[config.mk]
export PLATFORM = sky130hd
export DESIGN_NAME = uart_tx_ctrl_flat
export DESIGN_NICKNAME = d
export VERILOG_FILES = /design/src/rtl/uart_tx_ctrl_if.sv /design/src/rtl/uart_tx_ctrl.sv /design/src/flat_wrapper.sv
export SDC_FILE = /design/constraint.sdc
export NUM_CORES = 1
export LEC_CHECK = 0
export CAP_MARGIN = 0
export CORE_ASPECT_RATIO = 0.6
export CORE_UTILIZATION = 45
export DETAILED_ROUTE_END_ITERATION = 10
export PLACE_DENSITY = 0.68
export SLEW_MARGIN = 20
export SYNTH_ARGS = -nofsm -noshare
export SYNTH_HDL_FRONTEND = slang
export SYNTH_SLANG_ARGS = --single-unit
export TNS_END_PERCENT = 5
[constraint.sdc]
create_clock -name clk -period 2.04 [get_ports clk]
set_clock_uncertainty 0.05 [all_clocks]
set_input_delay 0.408 -clock clk [delete_from_list [all_inputs] [get_ports clk]]
set_output_delay 0.408 -clock clk [all_outputs]
set_load 0.02 [all_outputs]
[src/rtl/uart_tx_ctrl_if.sv]
// uart_tx_ctrl_if: bundles the producer-side request signals and the
// serial-line / status outputs of the UART TX frame sequencer.
// The master side is the byte producer; the slave side is the sequencer.

interface uart_tx_ctrl_if #(
    parameter int DATA_WIDTH = 8
);

    logic [DATA_WIDTH-1:0] P_DATA;
    logic                  Data_Valid;
    logic                  Par_En;
    logic                  Par_Type;
    logic                  TX_OUT;
    logic                  busy;
    logic                  tx_done;

    modport master (
        output P_DATA,
        output Data_Valid,
        output Par_En,
        output Par_Type,
        input  TX_OUT,
        input  busy,
        input  tx_done
    );

    modport slave (
        input  P_DATA,
        input  Data_Valid,
        input  Par_En,
        input  Par_Type,
        output TX_OUT,
        output busy,
        output tx_done
    );

endinterface

[src/rtl/uart_tx_ctrl.sv]
// uart_tx_ctrl: UART transmit frame sequencer, one bit per TX clock.
// Frame = start(0), DATA_WIDTH data bits LSB first, optional parity, stop(1).
// TX_OUT, busy and tx_done are registered: the combinational block computes
// the value each output must carry in the *next* state, and the output flops
// load it on the same edge as the state register, so the flops always agree
// with the state they describe.

module uart_tx_ctrl #(
    parameter int DATA_WIDTH = 8
) (
    input  logic              clk,
    input  logic              rst,
    uart_tx_ctrl_if.slave     bus
);

    localparam int CNT_W = $clog2(DATA_WIDTH + 1);
    localparam logic [CNT_W-1:0] CNT_LAST = CNT_W'(DATA_WIDTH);
    localparam logic [CNT_W-1:0] CNT_ONE  = CNT_W'(1);
    localparam logic [CNT_W-1:0] CNT_ZERO = CNT_W'(0);

    typedef enum logic [2:0] {
        IDLE   = 3'd0,
        START  = 3'd1,
        DATA   = 3'd2,
        PARITY = 3'd3,
        STOP   = 3'd4
    } state_t;

    // Even parity of the captured word; odd parity is its inverse.
    function automatic logic even_parity(input logic [DATA_WIDTH-1:0] d);
        return ^d;
    endfunction

    state_t                state_q,    state_d;
    logic [DATA_WIDTH-1:0] shift_q,    shift_d;
    logic [CNT_W-1:0]      cnt_q,      cnt_d;
    logic                  par_en_q,   par_en_d;
    logic                  par_type_q, par_type_d;
    logic                  par_q,      par_d;
    logic                  tx_out_q,   tx_out_d;
    logic                  busy_q,     busy_d;
    logic                  tx_done_q,  tx_done_d;

    // Next-state and next-output decode; every target defaults to hold/idle.
    always_comb begin
        state_d    = state_q;
        shift_d    = shift_q;
        cnt_d      = cnt_q;
        par_en_d   = par_en_q;
        par_type_d = par_type_q;
        par_d      = par_q;
        tx_out_d   = 1'b1;
        busy_d     = 1'b0;
        tx_done_d  = 1'b0;

        case (state_q)
            IDLE: begin
                if (bus.Data_Valid) begin
                    // Capture the word and its configuration; the frame in
                    // flight never looks at the bus inputs again.
                    state_d    = START;
                    shift_d    = bus.P_DATA;
                    cnt_d      = CNT_ZERO;
                    par_en_d   = bus.Par_En;
                    par_type_d = bus.Par_Type;
                    par_d      = even_parity(bus.P_DATA);
                    tx_out_d   = 1'b0;
                    busy_d     = 1'b1;
                end else begin
                    state_d    = IDLE;
                end
            end

            START: begin
                // Put bit 0 on the line next and pre-shift for bit 1.
                state_d  = DATA;
                tx_out_d = shift_q[0];
                shift_d  = {1'b0, shift_q[DATA_WIDTH-1:1]};
                cnt_d    = cnt_q + CNT_ONE;
                busy_d   = 1'b1;
            end

            DATA: begin
                // cnt_q counts bits already placed on the line.
                if (cnt_q == CNT_LAST) begin
                    if (par_en_q) begin
                        state_d  = PARITY;
                        tx_out_d = par_q ^ par_type_q;
                    end else begin
                        state_d  = STOP;
                        tx_out_d = 1'b1;
                    end
                end else begin
                    state_d  = DATA;
                    tx_out_d = shift_q[0];
                    shift_d  = {1'b0, shift_q[DATA_WIDTH-1:1]};
                    cnt_d    = cnt_q + CNT_ONE;
                end
                busy_d = 1'b1;
            end

            PARITY: begin
                state_d  = STOP;
                tx_out_d = 1'b1;
                busy_d   = 1'b1;
            end

            STOP: begin
                // The following IDLE cycle carries the tx_done pulse.
                state_d   = IDLE;
                tx_out_d  = 1'b1;
                busy_d    = 1'b0;
                tx_done_d = 1'b1;
            end

            default: begin
                state_d  = IDLE;
                tx_out_d = 1'b1;
                busy_d   = 1'b0;
            end
        endcase
    end

    // State, datapath and output registers with synchronous reset.
    always_ff @(posedge clk) begin
        if (rst) begin
            state_q    <= IDLE;
            shift_q    <= {DATA_WIDTH{1'b0}};
            cnt_q      <= CNT_ZERO;
            par_en_q   <= 1'b0;
            par_type_q <= 1'b0;
            par_q      <= 1'b0;
            tx_out_q   <= 1'b1;
            busy_q     <= 1'b0;
            tx_done_q  <= 1'b0;
        end else begin
            state_q    <= state_d;
            shift_q    <= shift_d;
            cnt_q      <= cnt_d;
            par_en_q   <= par_en_d;
            par_type_q <= par_type_d;
            par_q      <= par_d;
            tx_out_q   <= tx_out_d;
            busy_q     <= busy_d;
            tx_done_q  <= tx_done_d;
        end
    end

    assign bus.TX_OUT  = tx_out_q;
    assign bus.busy    = busy_q;
    assign bus.tx_done = tx_done_q;

endmodule

[src/flat_wrapper.sv]
// flat-port wrapper written by rule: the top's interface ports become plain ports
module uart_tx_ctrl_flat 
#(
    parameter int DATA_WIDTH = 8
)
  (clk, rst, bus_P_DATA, bus_Data_Valid, bus_Par_En, bus_Par_Type, bus_TX_OUT, bus_busy, bus_tx_done);
  uart_tx_ctrl_if #(.DATA_WIDTH(DATA_WIDTH)) bus_i ();
  input  logic clk;
  input  logic rst;
  input wire logic [$bits(bus_i.P_DATA)-1:0] bus_P_DATA;
  input wire logic [$bits(bus_i.Data_Valid)-1:0] bus_Data_Valid;
  input wire logic [$bits(bus_i.Par_En)-1:0] bus_Par_En;
  input wire logic [$bits(bus_i.Par_Type)-1:0] bus_Par_Type;
  output wire logic [$bits(bus_i.TX_OUT)-1:0] bus_TX_OUT;
  output wire logic [$bits(bus_i.busy)-1:0] bus_busy;
  output wire logic [$bits(bus_i.tx_done)-1:0] bus_tx_done;
  assign bus_i.P_DATA = bus_P_DATA;
  assign bus_i.Data_Valid = bus_Data_Valid;
  assign bus_i.Par_En = bus_Par_En;
  assign bus_i.Par_Type = bus_Par_Type;
  assign bus_TX_OUT = bus_i.TX_OUT;
  assign bus_busy = bus_i.busy;
  assign bus_tx_done = bus_i.tx_done;
  uart_tx_ctrl #(.DATA_WIDTH(DATA_WIDTH)) u_core (.clk(clk), .rst(rst), .bus(bus_i));
endmodule
==> results of run 1 <==
==> routing by layer <==
layer	share of wire, %	wire length, um	global-route usage [%]	vias to the layer above
met5	0	0	0	-
met4	0	0	3.33	0
met3	4.4	82	6.10	0
met2	44	831	28.9	16
met1	51	957	21.4	346
li1	-	-	-	393
==> critical path, stage by stage, from the launching register on <==
cell and delay (ps):
dfxtp_1 480, or3b_1 430, o211a_1 280, buf_12 160, a21bo_1 190, a21oi_1 110
==> worst paths after layout <==
check | start | end | cells after the start
max | u_core.state_q[1] | u_core.cnt_q[2] | 5
min | u_core.shift_q[7] | u_core.shift_q[7] | 2
max reg2reg | u_core.state_q[1] | u_core.cnt_q[2] | 5
min reg2reg | u_core.shift_q[7] | u_core.shift_q[7] | 2
==> area by class of cell <==
| type | instances | share of cell area [%] |
|---|---|---|
| multi-input cells | 75 | 45.0 |
| flip-flops and latches | 21 | 33.3 |
| repair buffers | 18 | 14.7 |
| clock buffers | 4 | 3.56 |
| well taps | 30 | 2.97 |
| inverters | 2 | 0.594 |
==> layout by cell type (no fill, tap or decap), types with 3 or more instances in the layout <==
master	Yosys	routed
nand2b_1	3	3
xnor2_1	9	9
mux2i_1	10	10
clkdlybuf4s50_1	0	15
nor2_1	16	16
a211oi_2	7	7
dfxtp_1	21	21
clkbuf_8	0	3
a21oi_1	6	6
==> registers in the layout, indices dropped and copies added (netlist names) <==
signal / flops
u_core.bus.TX_OUT: 1
u_core.bus.busy: 1
u_core.bus.tx_done: 1
u_core.cnt_q: 4
u_core.par_en_q: 1
u_core.par_q: 1
u_core.par_type_q: 1
u_core.shift_q: 8
u_core.state_q: 3
==> kinds of logic (layout without fill, tap and decap cells) <==
family,Yosys count,after routing,share of synthesized area [%]
AOI/OAI and AO/OA,20,20,16.6
DFF,21,21,40.0
buffers and inverters,9,24,5.84
adders and majority gates,2,2,2.38
xor gates and xnor gates,10,10,8.34
muxes,10,10,9.54
and+or+nand+nor,33,33,17.3
==> per-stage QoR <==
| stage | cells | power [mW] | hold WS, ps |
|---|---|---|---|
| final | 150 | 0.955 | 426 |
| after global routing | 150 | 1.01 | 460 |
| after CTS | 150 | 0.971 | 427 |
| after detailed placement | 146 | 0.704 | 416 |
| after global placement | 146 | 0.697 | 406 |
| after floorplan | 105 | 0.642 | 395 |
==> power groups by stage <==
stage	Combinational, mW	Clock [mW]	Sequential, mW
3_3_place_gp	0.217	0	0.480
4_1_cts	0.223	0.275	0.473
3_5_place_dp	0.222	0	0.482
5_1_grt	0.242	0.289	0.477
6_report	0.221	0.262	0.473
2_1_floorplan	0.166	0	0.476
==> metrics.md, run 1 <==
| Metric | Value |
|---|---|
| Critical Path AT | between 1500 and 2000 ps |
| Status | finished, final reports clean |
| H-tree lvl count | 1 |
| Row cnt | 13 |
| Residual DRC | 0 |
| FF-to-FF setup slack | around 270 ps |
| Final Util | 58.0% |
| Crit path time final | about 1800 ps |
| Synthesized flop and latch total | 21 |
| Antenna Nets Post-Route | 0 |
| CTS tree | yes |
| Place WS | between 90 and 100 ps |
| Synth Net Count | 120 |
| Core area | between 0.002 and 0.0025 mm2 |
| Final Instance Area | 0.00126 mm2 |
| GRT Total Usage | 17.1% |
| Worst-Margin Slew | 519 ps |
| Share of cells above drive strength 1 | between 10% and 20% |
| Max_cap viols | 0 |
| Vias in the first global route | around 670 |
| Initial Utilization | between 40% and 50% |
| Max Fclk | 0.565 GHz |
| Largest net degree at the start of global routing | 20 |
| DP HPWL | between 1 and 1.5 mm |
| Area contributors post-synth | dfxtp_1 (40%), mux2i_1 (9.5%), a211oi_2 (8.3%), xnor2_1 (7.5%), nor2_1 (5.7%) |
| Power density over the cells | around 760 mW/mm2 |
| Clock power frac | 27.4% |
| Die Ht | between 30 and 40 um |
| Total grt overflow | 0 |
| Critical Path RT | approximately 2200 ps |
| Synth Flop Type | dfxtp_1 |
| Clk pin slew, worst setup/hold paths | roughly 70 ps |
| Ant diodes | 0 |
| CTS Buf Count | 3 |
| Post-synth top cells | dfxtp_1 (21), nor2_1 (16), mux2i_1 (10) |
| DRT Pass-1 Iters | 4 |
| Root Driver | clkbuf_8 |
| First-pass GRT wire length | around 3.1 mm |
| Register Area | 420 um2 |
| WL/cell | around 12 um |
| Fin crit share | about 87% |
| Yosys warnings | 0 |
| CTS Buffer Depth | 2 |
| Element type at the critical path start | flip-flop |
| Count of final setup violators | 0 |
| Most common cell in the synthesized netlist | dfxtp_1 |
| Total net switching power | 0.252 mW |
| # nets final | between 100 and 150 |
| Netlist cell types | 32 |
| Post-CTS Setup Inserts | 0 |
| Synth Cell Area | between 0.001 and 0.0015 mm2 |
| Mean Syn Cell Area | roughly 10 um2 |
| CP Class | flip-flop to flip-flop |
| Top-area cell type share of the netlist area | around 40% |
| Sw frac | a little over a quarter |
| VDD IR max | just over 0.4 mV |
| Clk_lat worst skew | 250 ps |
| DR vias | around 760 |
| Fin. Hold Viols | 0 |
| Iter 0 DRT Violations | 66 |
| Setup tns final | 0 ps |
| Final WS setup | ~270 ps |
| Fillcell total | roughly 200 |
| Comb pwr share | 23.1% |
| Area post-placement | about 0.0012 mm2 |
| EDFF count, synth | 0 |
| Area leader, netlist | dfxtp_1 |
| Area Overhead vs Synth | 20.4% |
| Detailed Route WL | around 1.9 mm |
| Sequential element share of the synthesized area | 40.0% |
| Cells after synthesis | approximately 110 |
| Antenna violations before repair | 0 |
| Worst hold path type | flip-flop to flip-flop |
| Async S/R FF share, synth | 0% |
| Reg power frac | about half |
| Internal power component | around 0.70 mW |
| Area occupied by multi-input gates | 568 um2 |
| Drt via density | 5.03 |
| CP Max Fanout | 19 |
| RSZ-0062 raised after global routing | false |
| Fin. max-slew vios | 0 |
| Final GP Congestion | about 0.76 |
| CP endpoint kind | flip-flop |
| Slew headroom | 65.4% |
| P_leak | about 0.46 nW |
| Sink Count | 21 |
| I/O Pins | 16 |
| PostCTS Resize Cnt | 0 |
| Buffers on Ports | 15 |
| Hold_buf cts | 0 |
| Total Die Area | roughly 0.0025 mm2 |
| Die width | between 60 and 70 um |
(Power assumes the default switching activity.)
==> run 2: changes to the inputs <==
CELL_PAD_IN_SITES_DETAIL_PLACEMENT = 2   (was default)
CELL_PAD_IN_SITES_GLOBAL_PLACEMENT = 2   (was default)
CORE_UTILIZATION = 33   (was 45)
PLACE_DENSITY = default   (was 0.68)
PLACE_DENSITY_LB_ADDON = 0.1   (was default)
SKIP_CTS_REPAIR_TIMING = 1   (was default)
==> run 2 against run 1 <==
Effect of this change: register-to-register slack worse by 30 ps; first-iteration DRC count is 50% lower; sequential power hardly changed; combinational power is 7% higher; wire length is 39% higher; global-route usage is 0.43 points higher; non-clock buffer count is 2 higher; clock power is 8.8% higher; final area is 2.5% higher; via count is 8.5% higher; critical path type unchanged; largest power group unchanged.
==> metrics.md, run 2 (synthesis results as in run 1) <==
| Metric | Value |
|---|---|
| Hold Crit Depth | 2 (unchanged) |
| Antenna violations before repair | 0 (unchanged) |
| Fin. Hold Viols | 0 (unchanged) |
| Vias in the first global route | 873 (+31%) |
| Die Ht | 45.7 um (+16%) |
| CTS Buffer Depth | 2 (unchanged) |
| Clk pin slew, worst setup/hold paths | 90 ps (+20 ps) |
| Final Util | 43.9% (-14 points) |
| CP endpoint kind | flip-flop |
| Most frequent cells in the layout | dfxtp_1 (21), nor2_1 (16), clkdlybuf4s50_1 (15) |
| R2R Path End | u_core.cnt_q[2] |
| RSZ-0062 raised after global routing | false |
| Ant diodes | 0 (unchanged) |
| WL/cell | 15.9 um (+27%) |
| Area post-placement | 0.00125 mm2 (+2.5%) |
| Count of final setup violators | 0 (unchanged) |
| Worst hold path type | flip-flop to flip-flop |
| Total grt overflow | 0 (unchanged) |
| Max_cap viols | 0 (unchanged) |
| Commonest non-fill, non-tap cell in the layout | dfxtp_1 |
| Final cell count without fillers | 164 (+9.3%) |
| Max FFs per register | 8 (unchanged) |
| Fin. max-slew vios | 0 (unchanged) |
| Initial Utilization | 35.6% (-13 points) |
| CTS Buf Count | 3 (unchanged) |
| Largest regs | u_core.shift_q x8, u_core.cnt_q x4, u_core.state_q x3 |
| Area Overhead vs Synth | 23.4% |
| Max Fclk | 0.554 GHz (-1.9%) |
| Final Instance Area | 0.00129 mm2 (+2.5%) |
| Status | finished, final reports clean |
| Total Die Area | 0.00342 mm2 (+35%) |
| DRT Pass-1 Iters | 3 (-1) |
| Power density over the cells | 768 mW/mm2 (+1.6%) |
| Slew headroom | 61.5% (-3.9 points) |
| Critical Path AT | 1950 ps (+40 ps) |
| Setup tns final | 0 ps (unchanged) |
| Reg-to-Reg Start | u_core.state_q[1] |
| Buffers on Ports | 15 (unchanged) |
| Residual DRC | 0 (unchanged) |
| P_leak | 0.471 nW (+2.8%) |
| DR vias | 819 (+8.5%) |
| First-pass GRT wire length | 4.20 mm (+34%) |
| Critical hold path startpoint | u_core.shift_q[7] |
| Share of cells above drive strength 1 | 16.4% (+2.2 points) |
| Worst-Margin Slew | 578 ps (+59.1 ps) |
| Fillcell total | 315 (+55%) |
| Final GP Congestion | 0.710 (-6.8%) |
| VDD IR max | 0.295 mV (-27%) |
| Worst Setup EP | u_core.cnt_q[2] |
| CP Max Fanout | 19 (unchanged) |
| Drt via density | 4.99 (-0.78%) |
| # nets final | 138 (+1.5%) |
| R2R depth | 5 (unchanged) |
| Crit path time final | 1800 ps (+34.0 ps) |
| CTS tree | yes |
| GRT Total Usage | 17.6% (+0.43 points) |
| I/O Pins | 16 (unchanged) |
| Sink Count | 21 (unchanged) |
| FF-to-FF setup slack | 240 ps (-30 ps) |
| Detailed Route WL | 2.61 mm (+39%) |
| Reg with most FFs | u_core.shift_q |
| Iter 0 DRT Violations | 33 (-50%) |
| CP Class | flip-flop to flip-flop |
| Largest net degree at the start of global routing | 20 (unchanged) |
| Antenna Nets Post-Route | 0 (unchanged) |
| Critical Path RT | 2180 ps (about the same) |
| Die width | 74.8 um (+16%) |
| H-tree lvl count | 1 (unchanged) |
| CP startpoint | u_core.state_q[1] |
| Clk_lat worst skew | 270 ps (+20 ps) |
| Core area | 0.00295 mm2 (+35%) |
| DP HPWL | 2.03 mm (+43%) |
| Row cnt | 15 (+2) |
| Root Driver | clkbuf_8 |
| Fin crit share | 88.4% (+1.7 points) |
| Placed Cells incl. Taps | 160 (+9.6%) |
| Element type at the critical path start | flip-flop |
-- run 2: how the worst min path moves through the flow --
| stage | endpoint |
|---|---|
| 2_1_floorplan | u_core.shift_q[7] |
| 3_3_place_gp | u_core.shift_q[7] |
| 3_5_place_dp | u_core.shift_q[7] |
| 4_1_cts | u_core.shift_q[7] |
| 5_1_grt | u_core.shift_q[7] |
| 6_report | u_core.shift_q[7] |
-- run 2: report_power, final --
| part | switching [mW] | internal [mW] |
|---|---|---|
| Combinational | 0.116 | 0.120 |
| Sequential | 0.0276 | 0.446 |
| Clock | 0.149 | 0.136 |
| Total | 0.292 | 0.702 |
-- run 2: critical path, stage by stage, from the launching register on --
cell	delay, ps
dfxtp_1	490
or3b_1	440
o211a_1	280
buf_12	160
a21bo_1	190
a21oi_1	110
-- run 2: layer usage --
metal | global-route usage [%] | up-vias | share of wire, %
met2 | 29.0 | 11 | 46
met3 | 5.31 | 2 | 3.5
met1 | 23.0 | 408 | 50
li1 | - | 398 | -
met4 | 3.40 | 0 | 0.31
met5 | 0 | - | 0
-- run 2: layout make-up --
type | instances | area [um2] | share of cell area [%]
inverters | 2 | 7.51 | 0.580
well taps | 42 | 52.6 | 4.06
repair buffers | 20 | 200 | 15.5
clock inverters | 1 | 5.00 | 0.386
clock buffers | 3 | 41.3 | 3.19
flip-flops and latches | 21 | 420 | 32.5
multi-input cells | 75 | 568 | 43.9
-- run 2: stage by stage --
step | setup slack (ps) | total power [mW] | hold WS, ps
floorplan | 387 | 0.642 | 395
global route | 146 | 1.05 | 487
CTS | 237 | 1.01 | 449
detailed placement | 92.6 | 0.721 | 435
finish | 236 | 0.995 | 448
global placement | 129 | 0.708 | 409
==> run 3: changes to the inputs <==
MAX_ROUTING_LAYER = met4   (was default)
==> run 3 against run 2 <==
Effect of this change: non-clock buffer count is the same; via count shrank 0.49%; critical path depth is the same; fmax is essentially flat; total power is essentially flat; final cell count is the same; die area is the same; critical path type unchanged; highest routed layer unchanged.
==> metrics.md, run 3 (synthesis results as in run 1) <==
| Metric | Value |
|---|---|
| Total Die Area | 0.00342 mm2 (unchanged) |
| Fin crit share | 88.5% (about the same) |
| Reg power frac | 47.5% (about the same) |
| Ant diodes | 0 (unchanged) |
| WL/cell | 15.8 um (-0.54%) |
| Clock power frac | 28.8% (about the same) |
| Total grt overflow | 0 (unchanged) |
| P_leak | 0.471 nW (unchanged) |
| Residual DRC | 0 (unchanged) |
| Area Overhead vs Synth | 23.4% (unchanged) |
| Drt via density | 4.97 (-0.49%) |
| Hold Crit Depth | 2 (unchanged) |
| Worst-Margin Slew | 557 ps (-21.4 ps) |
| Sw frac | 29.4% (+0.035 points) |
| CTS Buffer Depth | 2 (unchanged) |
| CP Max Fanout | 19 (unchanged) |
| H-tree lvl count | 1 (unchanged) |
| Vias in the first global route | 871 (-0.23%) |
| Total net switching power | 0.293 mW (+0.17%) |
| Max_cap viols | 0 (unchanged) |
| Detailed Route WL | 2.59 mm (-0.54%) |
| Fin. Hold Viols | 0 (unchanged) |
| Critical Path RT | 2180 ps (about the same) |
| FF-to-FF setup slack | 240 ps (about the same) |
| Clk pin slew, worst setup/hold paths | 90 ps (about the same) |
| Largest net degree at the start of global routing | 20 (unchanged) |
| Iter 0 DRT Violations | 27 (-18%) |
| CP endpoint kind | flip-flop |
| Largest regs | u_core.shift_q x8, u_core.cnt_q x4, u_core.state_q x3 |
| Clk_lat worst skew | 270 ps (about the same) |
| Comb pwr share | 23.7% (about the same) |
| R2R Path End | u_core.cnt_q[2] |
| # nets final | 138 (unchanged) |
| DP HPWL | 2.03 mm (unchanged) |
| Hold path endpoint | u_core.shift_q[7] |
| RSZ-0062 raised after global routing | false |
| Share of cells above drive strength 1 | 16.4% (unchanged) |
| Antenna Nets Post-Route | 0 (unchanged) |
| Final GP Congestion | 0.718 (+1.1%) |
| Power density over the cells | 768 mW/mm2 (about the same) |
| Row cnt | 15 (unchanged) |
| GRT Total Usage | 18.2% (+0.60 points) |
| R2R depth | 5 (unchanged) |
| Critical Path AT | 1950 ps (about the same) |
| VDD IR max | 0.296 mV (about the same) |
| Die width | 74.8 um (unchanged) |
| CP Class | flip-flop to flip-flop |
| Die Ht | 45.7 um (unchanged) |
| Buffers on Ports | 15 (unchanged) |
| Commonest non-fill, non-tap cell in the layout | dfxtp_1 |
| DRT Pass-1 Iters | 3 (unchanged) |
| Element type at the critical path start | flip-flop |
| Count of final setup violators | 0 (unchanged) |
| Setup tns final | 0 ps (unchanged) |
| Antenna violations before repair | 0 (unchanged) |
| Place WS | 92.6 ps (unchanged) |
| Crit path time final | 1800 ps (+1.02 ps) |
| Core area | 0.00295 mm2 (unchanged) |
| CTS tree | yes |
| DR vias | 815 (-0.49%) |
| Max FFs per register | 8 (unchanged) |
| Critical hold path startpoint | u_core.shift_q[7] |
| Max Fclk | 0.554 GHz (about the same) |
| First-pass GRT wire length | 4.22 mm (+0.31%) |
| Initial Utilization | 35.6% (unchanged) |
| Slew headroom | 62.9% (+1.4 points) |
| I/O Pins | 16 (unchanged) |
| Most frequent cells in the layout | dfxtp_1 (21), nor2_1 (16), clkdlybuf4s50_1 (15) |
| Fin. max-slew vios | 0 (unchanged) |
| Status | finished, final reports clean |
| Reg-to-Reg Start | u_core.state_q[1] |
| Root Driver | clkbuf_8 |
| Sink Count | 21 (unchanged) |
| Worst hold path type | flip-flop to flip-flop |
| Reg with most FFs | u_core.shift_q |
| Internal power component | 0.702 mW (about the same) |
| CTS Buf Count | 3 (unchanged) |
| Final WS setup | 235 ps (-1.02 ps) |
## run 3: cell type report
type	instances	area (um2)
clock buffers	3	41.3
clock inverters	1	5.00
fillers	315	1650
inverters	2	7.51
multi-input cells	75	568
flip-flops and latches	21	420
well taps	42	52.6
repair buffers	20	200
## run 3: worst max-delay path by stage
stage / endpoint / cells after the start / startpoint
2_1_floorplan: u_core.shift_q[3] / 7 / u_core.state_q[2]
3_3_place_gp: u_core.cnt_q[2] / 6 / bus_Data_Valid
3_5_place_dp: u_core.cnt_q[2] / 6 / bus_Data_Valid
4_1_cts: u_core.cnt_q[2] / 5 / u_core.state_q[1]
5_1_grt: u_core.cnt_q[2] / 5 / u_core.state_q[1]
6_report: u_core.cnt_q[2] / 5 / u_core.state_q[1]
## run 3: stage by stage
step                power, mW  hold slack, ps  cells  cell area, um2  utilization, %
floorplan               0.642             395    105            1050               -
global placement        0.708             409    160            1250            42.4
detailed placement      0.721             435    160            1250            42.4
CTS                      1.01             449    164            1290            43.9
global route             1.05             487    164            1290            43.9
finish                  0.995             447    164            1290            43.9
## run 3: power groups by stage
stage          registers [mW]  logic [mW]  clock network [mW]
2_1_floorplan           0.476       0.166                   0
3_5_place_dp            0.482       0.238                   0
5_1_grt                 0.478       0.257               0.316
3_3_place_gp            0.481       0.227                   0
4_1_cts                 0.473       0.240               0.300
6_report                0.473       0.236               0.287
## run 3: layer usage
layer	track usage (%)	up-vias	share of wire, %
met5	-	-	0
met4	3.40	0	0.31
met3	5.31	2	3.5
met2	29.0	11	46
met1	23.1	403	50
li1	-	399	-
## run 3: worst max-delay path: stages (launching register included)
cell	delay (ps)
dfxtp_1	490
or3b_1	440
o211a_1	280
buf_12	160
a21bo_1	190
a21oi_1	110
